File: src/rtl/vga_timing_ctrl_pkg.sv
`default_nettype none
// ============================================================================
//  Module   : vga_timing_pkg
//  Purpose  : Shared types, 640x480@60 default timing constants and helper
//             functions for the VGA raster sequencer.
//  Revision : 1.0 - initial release
// ============================================================================
package vga_timing_pkg;

    // Segment of a raster axis a counter value falls into
    typedef enum logic [1:0] {
        ACTIVE = 2'd0,
        FRONT  = 2'd1,
        SYNC   = 2'd2,
        BACK   = 2'd3
    } phase_t;

    // Run/stop control states
    typedef enum logic [1:0] {
        IDLE  = 2'd0,
        RUN   = 2'd1,
        DRAIN = 2'd2
    } ctrl_state_t;

    // 640x480@60 defaults
    localparam int c_H_ACTIVE = 640;
    localparam int c_H_FP     = 16;
    localparam int c_H_SYNC   = 96;
    localparam int c_H_BP     = 48;
    localparam int c_V_ACTIVE = 480;
    localparam int c_V_FP     = 10;
    localparam int c_V_SYNC   = 2;
    localparam int c_V_BP     = 33;
    localparam bit c_HS_POL   = 1'b0;
    localparam bit c_VS_POL   = 1'b0;

    // Counter width; every axis total must fit below 2**c_CNT_W
    localparam int c_CNT_W    = 10;

    function automatic int calc_total(input int act, input int fp,
                                      input int sync, input int bp);
        return act + fp + sync + bp;
    endfunction

    function automatic phase_t decode_phase(input logic [c_CNT_W-1:0] cnt,
                                            input int act, input int fp,
                                            input int sync);
        int c;
        c = int'(cnt);
        if (c < act)
            return ACTIVE;
        else if (c < act + fp)
            return FRONT;
        else if (c < act + fp + sync)
            return SYNC;
        return BACK;
    endfunction

endpackage
`default_nettype wire

File: src/rtl/vga_timing_ctrl_if.sv
`default_nettype none
// ============================================================================
//  Module   : vga_timing_ctrl_if
//  Purpose  : Run/Busy handshake plus raster timing outputs between the
//             timing sequencer (master) and the pixel generator (slave).
//  Revision : 1.0 - initial release
// ============================================================================
interface vga_timing_ctrl_if;
    logic       Run;
    logic       Busy;
    logic       PixTick;
    logic       HSync;
    logic       VSync;
    logic       DispEn;
    logic [9:0] PixX;
    logic [9:0] PixY;
    logic       LineStart;
    logic       FrameStart;

    modport master (
        input  Run,
        output Busy, PixTick, HSync, VSync, DispEn, PixX, PixY,
               LineStart, FrameStart
    );

    modport slave (
        output Run,
        input  Busy, PixTick, HSync, VSync, DispEn, PixX, PixY,
               LineStart, FrameStart
    );
endinterface
`default_nettype wire

File: src/rtl/vga_timing_ctrl_axis_counter.sv
`default_nettype none
// ============================================================================
//  Module   : vga_axis_counter
//  Purpose  : One raster axis: wrap counter over ACT+FP+SYNC+BP positions and
//             the phase decode of its next value (so callers can register
//             outputs on the same edge as the count).
//  Revision : 1.0 - initial release
// ============================================================================
module vga_axis_counter
    import vga_timing_pkg::*;
#(
    parameter int ACT_LEN  = c_H_ACTIVE,
    parameter int FP_LEN   = c_H_FP,
    parameter int SYNC_LEN = c_H_SYNC,
    parameter int BP_LEN   = c_H_BP
) (
    input  wire logic               CLK,
    input  wire logic               Reset_n,
    input  wire logic               i_clr,
    input  wire logic               i_en,
    output logic [c_CNT_W-1:0]      o_cnt_nxt,
    output phase_t                  o_phase_nxt,
    output logic                    o_wrap
);
    localparam int                 c_TOTAL = calc_total(ACT_LEN, FP_LEN, SYNC_LEN, BP_LEN);
    localparam logic [c_CNT_W-1:0] c_LAST  = c_CNT_W'(c_TOTAL - 1);

    logic [c_CNT_W-1:0] r_cnt;
    logic               w_last;

    assign w_last = (r_cnt == c_LAST);
    assign o_wrap = i_en && w_last;

    // Next count: clear wins, otherwise advance and wrap when enabled
    always_comb begin
        o_cnt_nxt = r_cnt;
        if (i_clr)
            o_cnt_nxt = '0;
        else if (i_en)
            o_cnt_nxt = w_last ? '0 : r_cnt + c_CNT_W'(1);
    end

    // Count register
    always_ff @(posedge CLK) begin
        if (!Reset_n)
            r_cnt <= '0;
        else
            r_cnt <= o_cnt_nxt;
    end

    assign o_phase_nxt = decode_phase(o_cnt_nxt, ACT_LEN, FP_LEN, SYNC_LEN);

endmodule
`default_nettype wire

File: src/rtl/vga_timing_ctrl.sv
`default_nettype none
// ============================================================================
//  Module   : vga_timing_ctrl
//  Purpose  : VGA raster sequencer. Horizontal/vertical counters decoded into
//             registered sync, display-enable, coordinate and start pulses,
//             with a Run/Busy handshake that only stops on a frame boundary.
//  Options  : VGA_PIX_DIV2_EN - divide CLK by 2 to form the pixel tick.
//  Revision : 1.0 - initial release
// ============================================================================
module vga_timing_ctrl
    import vga_timing_pkg::*;
#(
    parameter int H_ACTIVE = c_H_ACTIVE,
    parameter int H_FP     = c_H_FP,
    parameter int H_SYNC   = c_H_SYNC,
    parameter int H_BP     = c_H_BP,
    parameter int V_ACTIVE = c_V_ACTIVE,
    parameter int V_FP     = c_V_FP,
    parameter int V_SYNC   = c_V_SYNC,
    parameter int V_BP     = c_V_BP,
    parameter bit HS_POL   = c_HS_POL,
    parameter bit VS_POL   = c_VS_POL
) (
    input  wire logic          CLK,
    input  wire logic          Reset_n,
    vga_timing_ctrl_if.master  bus
);
    localparam int c_H_TOTAL = calc_total(H_ACTIVE, H_FP, H_SYNC, H_BP);
    localparam int c_V_TOTAL = calc_total(V_ACTIVE, V_FP, V_SYNC, V_BP);

    if (c_H_TOTAL > 1024) begin : g_h_total_chk
        $error("vga_timing_ctrl: horizontal total exceeds 1024");
    end
    if (c_V_TOTAL > 1024) begin : g_v_total_chk
        $error("vga_timing_ctrl: vertical total exceeds 1024");
    end

    ctrl_state_t        r_state, w_state_nxt;
    logic               w_tick, w_live, w_clr, w_h_en;
    logic               w_h_wrap, w_v_wrap;
    logic [c_CNT_W-1:0] w_hcnt_nxt, w_vcnt_nxt;
    phase_t             w_hph_nxt, w_vph_nxt;
    logic               w_disp;

    logic               r_busy, r_hsync, r_vsync, r_disp_en;
    logic [c_CNT_W-1:0] r_pix_x, r_pix_y;
    logic               r_line_start, r_frame_start;

`ifdef VGA_PIX_DIV2_EN
    logic r_div;

    // Pixel tick on every second CLK, first one on the second cycle after reset
    always_ff @(posedge CLK) begin
        if (!Reset_n)
            r_div <= 1'b0;
        else
            r_div <= ~r_div;
    end

    assign w_tick = r_div;
`else
    assign w_tick = 1'b1;
`endif

    // Counters advance only while running; entering or sitting in IDLE holds them at 0
    assign w_live = (w_state_nxt != IDLE);
    assign w_clr  = ~w_live;
    assign w_h_en = w_tick && (r_state != IDLE);

    vga_axis_counter #(
        .ACT_LEN (H_ACTIVE), .FP_LEN (H_FP), .SYNC_LEN (H_SYNC), .BP_LEN (H_BP)
    ) u_h_axis (
        .CLK        (CLK),
        .Reset_n    (Reset_n),
        .i_clr      (w_clr),
        .i_en       (w_h_en),
        .o_cnt_nxt  (w_hcnt_nxt),
        .o_phase_nxt(w_hph_nxt),
        .o_wrap     (w_h_wrap)
    );

    vga_axis_counter #(
        .ACT_LEN (V_ACTIVE), .FP_LEN (V_FP), .SYNC_LEN (V_SYNC), .BP_LEN (V_BP)
    ) u_v_axis (
        .CLK        (CLK),
        .Reset_n    (Reset_n),
        .i_clr      (w_clr),
        .i_en       (w_h_wrap),
        .o_cnt_nxt  (w_vcnt_nxt),
        .o_phase_nxt(w_vph_nxt),
        .o_wrap     (w_v_wrap)
    );

    // Control state register
    always_ff @(posedge CLK) begin
        if (!Reset_n)
            r_state <= IDLE;
        else
            r_state <= w_state_nxt;
    end

    // Next state: Run sampled on ticks; DRAIN leaves only at the last tick of a frame
    always_comb begin
        w_state_nxt = r_state;
        case (r_state)
            IDLE:    if (w_tick && bus.Run)  w_state_nxt = RUN;
            RUN:     if (w_tick && !bus.Run) w_state_nxt = DRAIN;
            DRAIN: begin
                if (w_tick) begin
                    if (bus.Run)
                        w_state_nxt = RUN;
                    else if (w_v_wrap)
                        w_state_nxt = IDLE;
                end
            end
            default: w_state_nxt = IDLE;
        endcase
    end

    assign w_disp = w_live && (w_hph_nxt == ACTIVE) && (w_vph_nxt == ACTIVE);

    // Output registers, loaded from the next counter values so they track the counters
    always_ff @(posedge CLK) begin
        if (!Reset_n) begin
            r_busy        <= 1'b0;
            r_hsync       <= ~HS_POL;
            r_vsync       <= ~VS_POL;
            r_disp_en     <= 1'b0;
            r_pix_x       <= '0;
            r_pix_y       <= '0;
            r_line_start  <= 1'b0;
            r_frame_start <= 1'b0;
        end else begin
            r_busy        <= w_live;
            r_hsync       <= (w_live && (w_hph_nxt == SYNC)) ? HS_POL : ~HS_POL;
            r_vsync       <= (w_live && (w_vph_nxt == SYNC)) ? VS_POL : ~VS_POL;
            r_disp_en     <= w_disp;
            r_pix_x       <= w_disp ? w_hcnt_nxt : '0;
            r_pix_y       <= w_disp ? w_vcnt_nxt : '0;
            r_line_start  <= w_tick && w_live && (w_hcnt_nxt == '0);
            r_frame_start <= w_tick && w_live && (w_hcnt_nxt == '0) && (w_vcnt_nxt == '0);
        end
    end

    assign bus.Busy       = r_busy;
    assign bus.PixTick    = w_tick;
    assign bus.HSync      = r_hsync;
    assign bus.VSync      = r_vsync;
    assign bus.DispEn     = r_disp_en;
    assign bus.PixX       = r_pix_x;
    assign bus.PixY       = r_pix_y;
    assign bus.LineStart  = r_line_start;
    assign bus.FrameStart = r_frame_start;

endmodule
`default_nettype wire

File: src/flat_wrapper.sv
// flat-port wrapper written by rule: the top's interface ports become plain ports
module vga_timing_ctrl_flat import vga_timing_pkg::*;
#(
    parameter int H_ACTIVE = c_H_ACTIVE,
    parameter int H_FP     = c_H_FP,
    parameter int H_SYNC   = c_H_SYNC,
    parameter int H_BP     = c_H_BP,
    parameter int V_ACTIVE = c_V_ACTIVE,
    parameter int V_FP     = c_V_FP,
    parameter int V_SYNC   = c_V_SYNC,
    parameter int V_BP     = c_V_BP,
    parameter bit HS_POL   = c_HS_POL,
    parameter bit VS_POL   = c_VS_POL
)
  (CLK, Reset_n, bus_Run, bus_Busy, bus_PixTick, bus_HSync, bus_VSync, bus_DispEn, bus_PixX, bus_PixY, bus_LineStart, bus_FrameStart);
  vga_timing_ctrl_if bus_i ();
  input  wire logic CLK;
  input  wire logic Reset_n;
  input wire logic [$bits(bus_i.Run)-1:0] bus_Run;
  output wire logic [$bits(bus_i.Busy)-1:0] bus_Busy;
  output wire logic [$bits(bus_i.PixTick)-1:0] bus_PixTick;
  output wire logic [$bits(bus_i.HSync)-1:0] bus_HSync;
  output wire logic [$bits(bus_i.VSync)-1:0] bus_VSync;
  output wire logic [$bits(bus_i.DispEn)-1:0] bus_DispEn;
  output wire logic [$bits(bus_i.PixX)-1:0] bus_PixX;
  output wire logic [$bits(bus_i.PixY)-1:0] bus_PixY;
  output wire logic [$bits(bus_i.LineStart)-1:0] bus_LineStart;
  output wire logic [$bits(bus_i.FrameStart)-1:0] bus_FrameStart;
  assign bus_i.Run = bus_Run;
  assign bus_Busy = bus_i.Busy;
  assign bus_PixTick = bus_i.PixTick;
  assign bus_HSync = bus_i.HSync;
  assign bus_VSync = bus_i.VSync;
  assign bus_DispEn = bus_i.DispEn;
  assign bus_PixX = bus_i.PixX;
  assign bus_PixY = bus_i.PixY;
  assign bus_LineStart = bus_i.LineStart;
  assign bus_FrameStart = bus_i.FrameStart;
  vga_timing_ctrl #(.H_ACTIVE(H_ACTIVE), .H_FP(H_FP), .H_SYNC(H_SYNC), .H_BP(H_BP), .V_ACTIVE(V_ACTIVE), .V_FP(V_FP), .V_SYNC(V_SYNC), .V_BP(V_BP), .HS_POL(HS_POL), .VS_POL(VS_POL)) u_core (.CLK(CLK), .Reset_n(Reset_n), .bus(bus_i));
endmodule
File: config.mk
export PLATFORM = sky130hd
export DESIGN_NAME = vga_timing_ctrl_flat
export DESIGN_NICKNAME = d
export VERILOG_FILES = /design/src/rtl/vga_timing_ctrl_pkg.sv /design/src/rtl/vga_timing_ctrl_if.sv /design/src/rtl/vga_timing_ctrl_axis_counter.sv /design/src/rtl/vga_timing_ctrl.sv /design/src/flat_wrapper.sv
export SDC_FILE = /design/constraint.sdc
export NUM_CORES = 1
export LEC_CHECK = 0
export CAP_MARGIN = 25
export CORE_ASPECT_RATIO = 0.8
export CORE_MARGIN = 2
export CORE_UTILIZATION = 45
export CTS_CLUSTER_SIZE = 28
export DETAILED_ROUTE_END_ITERATION = 10
export DONT_BUFFER_PORTS = 1
export PLACE_DENSITY_LB_ADDON = 0.12
export SLEW_MARGIN = 20
export SYNTH_ARGS = -nofsm -noshare
export SYNTH_HDL_FRONTEND = slang
export SYNTH_SLANG_ARGS = --single-unit
File: constraint.sdc
create_clock -name CLK -period 3.9 [get_ports CLK]
set_input_delay 0.975 -clock CLK [delete_from_list [all_inputs] [get_ports CLK]]
set_output_delay 0.975 -clock CLK [all_outputs]
set_load 0.02 [all_outputs]
==> results.json <==
{
  "end_kind": "register",
  "globalRouteOverflowTotal": 0,
  "dieWidth_um": 82.3,
  "synth_top_area_share_pct": 43.6,
  "fin_setup_tns_ns": 0,
  "drive_gt1_share_pct": 9.20,
  "synth-edff-count": 0,
  "min_period_over_period_pct": 84.2,
  "grt_usage_pct": 20.7,
  "fp.dieArea_um2": 5480,
  "cts_buffer_depth": 2,
  "ys.flop_type": "dfxtp_1",
  "insertion_delay_ns": 0.31,
  "max_freq_ghz": 0.304,
  "min_path_type": "register to register",
  "clkTransAtPathRegs_ns": 0.09,
  "tightest_slew_ns": 0.527,
  "finalHoldViolations": 0,
  "leakagePower_nw": 0.795,
  "fin_skew_ns": 0.00828,
  "ys_async_sr_fraction_pct": 0,
  "drcViolationCount": 0,
  "drv_slew": 0,
  "post_cts_buffers": 0,
  "start_util_pct": 47.4,
  "synth_seq_area_share_pct": 43.6,
  "setup_viol": 0,
  "via_count": 1746,
  "cts-root-buf": "clkbuf_8",
  "port_buffers": 0,
  "synthTopCellsByArea": "dfxtp_1 44%, nor3_1 5.4%, xnor2_1 5.2%",
  "critPathMaxFanout": 14,
  "hpwl_mm": 3.80,
  "fin_ws_ns": 0.615,
  "place.gp.congestion": 0.899,
  "cts_tree": "yes",
  "yosysTopAreaCell": "dfxtp_1",
  "core_um2": 4650,
  "syn_avg_cell_area_um2": 8.75,
  "numClockSinks": 48,
  "grt_pass1_wl_mm": 8.41,
  "synthCells": 252,
  "die_y_um": 66.6,
  "vdd_drop_max_mv": 0.249,
  "htreeDepth": 2,
  "cts_buffers": 5,
  "cap_viol_max_count": 0,
  "cp-start-kind": "register",
  "io_pins": 30,
  "period_minus_slack_ns": 3.29,
  "netlist-cell-type-count": 48,
  "path_class": "register to register",
  "relSlewSlack_pct": 64.6,
  "drtPass1Iterations": 4,
  "synth.cell_area_um2": 2200,
  "holdBufCountCts": 0,
  "ant_nets": 0,
  "place_ws_ns": 0.639,
  "yosys_warnings": 0,
  "grt_start_max_net_pins": 17,
  "synth_fp_nets": 258,
  "rows": 22,
  "wl_mm": 5.05,
  "antenna_found_initial": 0,
  "cts_resized": 0,
  "via_per_inst": 5.63,
  "cellPowerDensity_nw_per_um2": 389,
  "status": "completed",
  "antenna_cells": 0,
  "yosysMostFrequentCell": "dfxtp_1",
  "rsz0062_at_grt": "false",
  "area_delta_synth_final_pct": 6.81,
  "fin_nets": 255,
  "nFillCells": 467,
  "critPathArrivalTime_ns": 3.46,
  "yosys_register_bits": 48,
  "synth_top_cells_by_count": "48 x dfxtp_1, 28 x nor2_1, 24 x nor3_1, 19 x nand2_1, 13 x xnor2_1",
  "wl_per_cell_um": 16.3,
  "crit_required_ns": 4.08,
  "drt-initial-drc-count": 116,
  "grt_pass1_vias": 1640
}
per-layer routing:
metal	global-route usage (%)	up-vias	routed length, µm
met2	27.5	45	1890
met4	5.63	0	57
met5	0	-	0
met3	6.50	7	381
met1	31.3	811	2730
li1	-	883	-
critical path, cell delays in order (launching register included):
cell     delay [ns]
dfxtp_1        0.44
ha_1           0.30
or4b_1         0.61
nor3_2         0.36
nand3_1        0.20
xor2_1         0.24
or4_4          0.52
o22ai_4        0.35
nor4_1         0.13
cell usage in the layout (no fill, tap or decap), types with 6 or more instances in the layout:
cell     count
dfxtp_1     48
nor2_1      28
nor3_1      24
nand2_1     19
xnor2_1     13
nand3_1      9
nand4_1      9
xor2_1       8
inv_1        6
logic make-up (layout without fill, tap and decap cells):
| kind of cell | after synthesis | count (layout) | share of synthesized area (%) |
|---|---|---|---|
| buf+inv | 19 | 17 | 3.86 |
| mux | 3 | 3 | 1.36 |
| xor+xnor | 21 | 21 | 8.34 |
| compound gates | 28 | 28 | 9.14 |
| other cells | 2 | 2 | 0.341 |
| flops | 48 | 48 | 43.6 |
| simple gates | 128 | 128 | 31.7 |
| fa+ha+maj | 3 | 3 | 1.70 |
report_power, final:
part	internal (mW)	switching [mW]
clock network	0.193	0.172
registers	0.497	0.0117
logic	0.0132	0.0287
state kept, by name, summed over array words and instances (netlist names):
register               flops
u_core.bus.Busy            1
u_core.bus.DispEn          1
u_core.bus.FrameStart      1
u_core.bus.HSync           1
u_core.bus.LineStart       1
u_core.bus.PixX           10
u_core.bus.PixY           10
u_core.bus.VSync           1
u_core.r_state             2
u_core.u_h_axis.r_cnt     10
u_core.u_v_axis.r_cnt     10
layout make-up:
type / count / area, µm² / share of cell area (%)
multi-input combinational: 185 / 1160 / 49.2
inverter: 6 / 22.5 / 0.956
sequential: 48 / 961 / 40.8
clock inverter: 3 / 46.3 / 1.97
tap: 60 / 75.1 / 3.19
timing repair buffer: 3 / 22.5 / 0.956
clock buffer: 5 / 68.8 / 2.92
metrics by stage:
stage	util (%)	area (µm²)	total power, mW	instances	hold WS (ns)
final	50.6	2350	0.916	310	0.641
after global routing	50.6	2350	0.945	310	0.692
after CTS	50.6	2350	0.921	310	0.624
after detailed placement	48.1	2240	0.562	302	0.603
after global placement	48.1	2240	0.561	302	0.618
after floorplan	-	2200	0.551	252	0.548
final timing paths:
path                                 start                       end  slack, ns  depth (start not counted)
setup / recovery  u_core.u_h_axis.r_cnt[0]        u_core.bus.PixX[6]       0.61                          8
hold / removal    u_core.u_h_axis.r_cnt[1]  u_core.u_h_axis.r_cnt[1]       0.64                          2
setup reg to reg  u_core.u_h_axis.r_cnt[0]        u_core.bus.PixX[6]       0.61                          8
hold reg to reg   u_core.u_h_axis.r_cnt[1]  u_core.u_h_axis.r_cnt[1]       0.64                          2
(Power assumes the default switching activity.)
